File: src/rtl/mux_scan_pkg.sv
// Shared definitions for the mux scan sequencer: default sizes, the FSM
// state encoding and the lane bit-offset helper.
package mux_scan_pkg;

  localparam int NUM_INPUTS_DEF = 31;
  localparam int DATA_W_DEF     = 2;
  localparam int SEL_W_DEF      = 5;

  typedef enum logic [1:0] {
    IDLE    = 2'd0,
    SETTLE  = 2'd1,
    CAPTURE = 2'd2,
    DONE    = 2'd3
  } scan_state_e;

  // LSB position of a lane inside the packed snapshot vector.
  function automatic int lane_lsb(input int lane, input int data_w);
    return lane * data_w;
  endfunction

endpackage

File: src/rtl/mux_scan_ctrl.sv
// Mux scan sequencer: steps the mux select through every input lane, samples
// the combinational mux output into a packed snapshot and offers it
// downstream with a valid/ready handshake.
// Optional build macro MUX_SCAN_PARITY_EN adds result_parity, the XOR of all
// captured bits.
//
// state   | meaning
// --------+-------------------------------------------------------------
// IDLE    | waiting for start; snapshot not valid
// SETTLE  | select just changed, waiting for the mux output to settle
// CAPTURE | sample mux_out into lane mux_sel, advance select
// DONE    | snapshot valid, held until result_ready
module mux_scan_ctrl
  import mux_scan_pkg::*;
#(
  parameter int NUM_INPUTS    = NUM_INPUTS_DEF,
  parameter int DATA_W        = DATA_W_DEF,
  parameter int SEL_W         = SEL_W_DEF,
  parameter int SETTLE_CYCLES = 0
) (
  input  logic                         CLK,
  input  logic                         RST_N,
  input  logic                         start,
  input  logic                         abort,
  output logic [SEL_W-1:0]             mux_sel,
  input  logic [DATA_W-1:0]            mux_out,
  output logic                         busy,
  output logic                         result_valid,
  input  logic                         result_ready,
`ifdef MUX_SCAN_PARITY_EN
  output logic                         result_parity,
`endif
  output logic [NUM_INPUTS*DATA_W-1:0] result_data
);

  // 4 bits covers the full 0..15 settle range.
  localparam int CNT_W = 4;

  scan_state_e                 state_q, state_d;
  logic [SEL_W-1:0]            sel_q, sel_d;
  logic [CNT_W-1:0]            cnt_q, cnt_d;
  logic [NUM_INPUTS*DATA_W-1:0] data_q, data_d;
`ifdef MUX_SCAN_PARITY_EN
  logic                        par_q, par_d;
`endif

  // Next-state, select, settle counter and snapshot update.
  always_comb begin
    state_d = state_q;
    sel_d   = sel_q;
    cnt_d   = cnt_q;
    data_d  = data_q;
`ifdef MUX_SCAN_PARITY_EN
    par_d   = par_q;
`endif

    if (abort) begin
      // Abort wins over start and over a completing handshake.
      state_d = IDLE;
      sel_d   = '0;
      cnt_d   = '0;
      data_d  = '0;
`ifdef MUX_SCAN_PARITY_EN
      par_d   = 1'b0;
`endif
    end else begin
      unique case (state_q)
        IDLE: begin
          if (start) begin
            sel_d  = '0;
            data_d = '0;
`ifdef MUX_SCAN_PARITY_EN
            par_d  = 1'b0;
`endif
            if (SETTLE_CYCLES == 0) begin
              state_d = CAPTURE;
            end else begin
              state_d = SETTLE;
              cnt_d   = CNT_W'(SETTLE_CYCLES);
            end
          end
        end

        SETTLE: begin
          cnt_d = cnt_q - CNT_W'(1);
          if (cnt_q <= CNT_W'(1)) begin
            state_d = CAPTURE;
          end
        end

        CAPTURE: begin
          for (int i = 0; i < NUM_INPUTS; i++) begin
            if (sel_q == SEL_W'(i)) begin
              data_d[lane_lsb(i, DATA_W) +: DATA_W] = mux_out;
            end
          end
`ifdef MUX_SCAN_PARITY_EN
          par_d = par_q ^ (^mux_out);
`endif
          if (sel_q == SEL_W'(NUM_INPUTS - 1)) begin
            // Park the select on lane 0; the mux default lane is never driven.
            sel_d   = '0;
            state_d = DONE;
          end else begin
            sel_d = sel_q + SEL_W'(1);
            if (SETTLE_CYCLES == 0) begin
              state_d = CAPTURE;
            end else begin
              state_d = SETTLE;
              cnt_d   = CNT_W'(SETTLE_CYCLES);
            end
          end
        end

        DONE: begin
          if (result_ready) begin
            state_d = IDLE;
          end
        end

        default: begin
          state_d = IDLE;
        end
      endcase
    end
  end

  // State and datapath registers; reset drops any partial result.
  always_ff @(posedge CLK or negedge RST_N) begin
    if (!RST_N) begin
      state_q <= IDLE;
      sel_q   <= '0;
      cnt_q   <= '0;
      data_q  <= '0;
`ifdef MUX_SCAN_PARITY_EN
      par_q   <= 1'b0;
`endif
    end else begin
      state_q <= state_d;
      sel_q   <= sel_d;
      cnt_q   <= cnt_d;
      data_q  <= data_d;
`ifdef MUX_SCAN_PARITY_EN
      par_q   <= par_d;
`endif
    end
  end

  assign mux_sel      = sel_q;
  assign busy         = (state_q == SETTLE) || (state_q == CAPTURE);
  assign result_valid = (state_q == DONE);
  assign result_data  = data_q;
`ifdef MUX_SCAN_PARITY_EN
  assign result_parity = par_q;
`endif

endmodule
File: config.mk
export PLATFORM = sky130hd
export DESIGN_NAME = mux_scan_ctrl
export DESIGN_NICKNAME = d
export VERILOG_FILES = /design/src/rtl/mux_scan_pkg.sv /design/src/rtl/mux_scan_ctrl.sv
export SDC_FILE = /design/constraint.sdc
export NUM_CORES = 1
export LEC_CHECK = 0
export BUFFER_PORTS_ARGS = -buffer_cell sky130_fd_sc_hd__buf_2
export CAP_MARGIN = 0
export CORE_AREA = 5 5 86 88
export DETAILED_ROUTE_END_ITERATION = 8
export DIE_AREA = 0 0 91 93
export PLACE_DENSITY = 0.9
export SETUP_SLACK_MARGIN = 0.2
export SLEW_MARGIN = 15
export SYNTH_ARGS = -nofsm -noshare
export SYNTH_HDL_FRONTEND = slang
export SYNTH_SLANG_ARGS = --single-unit
File: constraint.sdc
create_clock -name CLK -period 2 [get_ports CLK]
set_input_delay 0.5 -clock CLK [delete_from_list [all_inputs] [get_ports CLK]]
set_output_delay 0.5 -clock CLK [all_outputs]
set_load 0.02 [all_outputs]
After elaboration in Yosys (flattened, before gate mapping):

Index checks and enable logic that the tools add are counted.

* output and inout bits: 69
* flip-flop bits (word level): 73
* word-level logic and storage cells: 188

* add/sub/neg operators: 2
* order comparisons: 1
* eq/ne operators: 67
* mux-type cells: 46
* reduce and logical (&&, ||, !) cells: 38

Operators with widths (number)
* $mux W62: 2
* $pmux W62 S2: 1
* $ne A3 B3 Y1 const B: 33
* $reduce_and A3 Y1: 32
* $eq A5 B5 Y1 const B: 15
* $mux W2: 35
* $eq A5 B4 Y1 const B: 8
* $eq A5 B3 Y1 const B: 4
* $mux W5: 3
* $eq A5 B2 Y1 const B: 2
* $pmux W5 S2: 1
* $mux W4: 2
* $pmux W2 S4: 1
* $add A5 B1 Y5 const B: 1
* $eq A5 B1 Y1 const B: 1
* $logic_not A5 Y1: 1
* $eq A2 B2 Y1 const B: 2
* $le A4 B1 Y1 const B: 1
* $sub A4 B1 Y4 const B: 1
* $ne A3 B2 Y1 const B: 1
* $reduce_bool A3 Y1: 1
* $eq A2 B1 Y1 const B: 1
* $logic_not A2 Y1: 1
* $reduce_and A2 Y1: 1
* other kinds (3): 3

Logic depth before layout (Yosys ltp):

* depth after elaboration: 4
* gate-level depth with buffers: 8
* gate-level depth less buffers: 6

Least setup slack after synthesis:

OpenSTA, ideal clock, no wires.

* kind: register to register
* start point: register sel_q[2], in the netlist mux_sel[2]
* end point: register data_q[30], in the netlist result_data[30]
* slack: 304 ps
* stages on the path, launching flop included: 7
* library setup time: 122 ps
* buffers on the path: 2
* arrival time: 1575 ps
* cell sequence: dfrtp_1 > buf_2 > clkbuf_1 > and3_1 > ha_1 > o21ai_1 > a32o_1

* cells in the longest elaborated chain, start to end: 3

RTL lines
* start: declaration: line mux_scan_ctrl.sv:40 `logic [SEL_W-1:0] sel_q, sel_d;`
* start signal: assignment: line mux_scan_ctrl.sv:140 `sel_q <= sel_d;`
* $eq A5 B4 Y1: line mux_scan_ctrl.sv:93 `if (sel_q == SEL_W'(i)) begin`
* $ne A3 B3 Y1 (no line)
* $reduce_and A3 Y1 (no line)
* end signal: assignment: line mux_scan_ctrl.sv:142 `data_q <= data_d;`
* end: declaration: line mux_scan_ctrl.sv:42 `logic [NUM_INPUTS*DATA_W-1:0] data_q, data_d;`

Every way passes these cells.
A chain may end at the register's enable or synchronous reset.

Worst setup path after layout:

* start point: register state_q[0]
* end point: output port result_valid

* cells in the longest elaborated chain, start to end: 1

RTL lines
* start: declaration: line mux_scan_ctrl.sv:39 `scan_state_e state_q, state_d;`
* start signal: assignment: line mux_scan_ctrl.sv:139 `state_q <= state_d;`
* $eq A2 B2 Y1: line mux_scan_ctrl.sv:151 `assign result_valid = (state_q == DONE);`
* end: declaration: line mux_scan_ctrl.sv:28 `output logic result_valid,`

Every way passes these cells.

==> reports/metrics.csv <==
metric,value,unit
# rows,30,
vias in the first global route,3023,
Synth cell types,45,
RSZ-0062 raised after global routing,yes,
share of cells above drive strength 1,0.310,
Layout area overhead,22.4,%
top-count cell post-synth,dfrtp_1,
clk_lat worst skew,350,ps
main flop type after synthesis,dfrtp_1,
Synth warnings,0,
worst setup margin,243,ps
PwrDens,727,nW/µm²
DRC errors left,0,
Mapped Cells,330,
endpoints failing setup,0,
clk_skew,8.56,ps
share of the synthesized area in the top cell type,0.529,
total negative setup slack,0,ps
# placed instances,477,
"area leader, netlist",dfrtp_1,
Post-DRT Antenna Nets,0,
CP Class,flop to primary output,
fraction of registers with async set/reset,1.00,
crit path time final,1760,ps
max-slew violation count,0,
# clock sinks,73,
routed length per instance,19.1,µm
final instance area,4220,µm²
TritonCTS clock tree,yes,
Static Leak,2.09,nW
fill cell count,501,
Worst-Margin Slew,477,ps
Die Y,93,µm
gpl congestion,0.826,
GRT overflow,0,
Vias/cell,6.15,
core area,6570,µm²
hold crit path type,input port to asynchronous set/reset pin,
Post-Route WL,9560,µm
buffer levels on the longest clock path,2,
peak supply drop,0.540,mV
Post-Syn Nets,349,
Antenna diodes,0,
DP HPWL,6350,µm
H-tree level count,3,
period utilization,0.878,
final non-filler cell total,500,
GR Util All Layers,0.225,
Fin. Hold Viols,0,
io pins,76,
synthesized flop and latch total,73,
first-pass GRT wire length,15300,µm
Post-Syn Area,3450,µm²
critical path endpoint category,primary output,
fmax,0.569,GHz
clk root buf,clkbuf_8,
DP Area,3900,µm²
Worst-path clk slew,80,ps
Die X,91,µm
DRT Pass-1 Iters,5,
antenna violations before repair,0,
WP data arrival,1260,ps
# hold bufs at CTS,0,
port bufs,75,
outcome,"finished, final reports clean",
Starting Density,0.525,
dpl ws,89.4,ps
total CTS buffers,9,
largest net degree at the start of global routing,49,
syn avg cell area,10.5,µm²
"top cells by count, synth","73 x dfrtp_1, 62 x o21ai_0, 25 x o21ai_1",
Rel. slew slack,0.681,
Required @ worst endpoint,1500,ps
Critical Path Fanout Max,3,
DRT iter0 DRCs,282,
Startpoint Class,flop,
number of flops mapped to enable cells by yosys,0,
sequential area share after synthesis,0.529,
max capacitance violation total,0,
via count,3075,
die area,8460,µm²
Nets,435,
Synth area leaders,"dfrtp_1 53%, o21ai_0 9.0%, ha_1 4.4%, o21ai_1 3.6%, a22o_1 2.5%",
-- cell families after synthesis --
group	Yosys count	synth area share
AO/OA/AOI/OAI	145	0.256
flip-flops	73	0.529
AND/OR/NAND/NOR	68	0.117
buffers and inverters	29	0.0471
adder cells (fa/ha/maj)	12	0.0435
XOR/XNOR	3	0.00762
-- worst paths after layout --
| check | start | to | slack (ps) | cells past startpoint |
|---|---|---|---|---|
| max | state_q[0] | result_valid | 240 | 3 |
| min | RST_N | result_data[38] | 120 | 2 |
| max reg2reg | mux_sel[1] | result_data[16] | 250 | 6 |
| min reg2reg | result_data[13] | result_data[13] | 500 | 1 |
| max in group asynchronous | RST_N | mux_sel[0] | 1580 | 2 |
| min in group CLK | mux_out[0] | result_data[30] | 450 | 2 |
-- registers in the layout, summed over array words and instances (netlist names) --
register     cells
result_data     62
cnt_q            4
mux_sel          5
state_q          2
-- where the power goes --
group	leakage, nW	switching, mW	internal, mW
Combinational	0.967	0.204	0.0912
Sequential	1.01	0.0107	1.49
Clock	0.106	0.548	0.730
Total	2.09	0.762	2.31
-- repair_timing --
action | in CTS | in global routing
gates resized for setup | 9 | 8
cloned | 2 | 0
endpoints found under the setup margin | 56 | 49
buffers inserted | 3 | 3
pin swaps | 1 | 2
-- stage by stage --
| stage | utilization | hold slack, ps | power, mW |
|---|---|---|---|
| finish | 0.643 | 121 | 3.07 |
| global route | 0.643 | 142 | 3.14 |
| CTS | 0.638 | 124 | 3.05 |
| detailed placement | 0.594 | 480 | 1.78 |
| global placement | 0.594 | 472 | 1.77 |
| floorplan | - | 204 | 1.69 |
-- cell type report --
type / count / area [µm²] / area share
Clock buffer: 12 / 145 / 0.0344
Tap cell: 80 / 100 / 0.0237
Sequential cell: 73 / 1830 / 0.433
Multi-Input combinational cell: 230 / 1530 / 0.361
Inverter: 12 / 45.0 / 0.0107
Timing Repair Buffer: 90 / 513 / 0.121
Clock inverter: 3 / 65.1 / 0.0154
-- placed cells by master, fill, tap and decap left out, types with 6 or more instances in the layout --
cell | Yosys | routed
ha_1 | 12 | 9
nand2_1 | 18 | 17
o21ai_1 | 25 | 26
buf_4 | 4 | 13
buf_2 | 7 | 75
inv_1 | 12 | 11
a31oi_1 | 11 | 11
clkbuf_8 | 0 | 10
a22o_1 | 10 | 10
o21ai_0 | 62 | 61
nand3_1 | 6 | 6
o2bb2ai_1 | 10 | 10
dfrtp_1 | 73 | 70
nor2_1 | 8 | 7
nor2b_1 | 6 | 6
nand2b_1 | 7 | 6
a21oi_1 | 9 | 9
-- worst max-delay path: stages (launching register included) --
cell and delay (ps):
dfrtp_1 400, buf_4 150, ha_1 200, buf_2 160
-- routing by layer --
| layer | wire [µm] | vias up | track usage |
|---|---|---|---|
| li1 | - | 1381 | - |
| met1 | 3920 | 1512 | 0.298 |
| met2 | 4680 | 160 | 0.360 |
| met3 | 741 | 22 | 0.0467 |
| met4 | 219 | 0 | 0.0978 |
| met5 | 0 | - | 0 |
No activity file was read; power rests on OpenSTA's default activity.
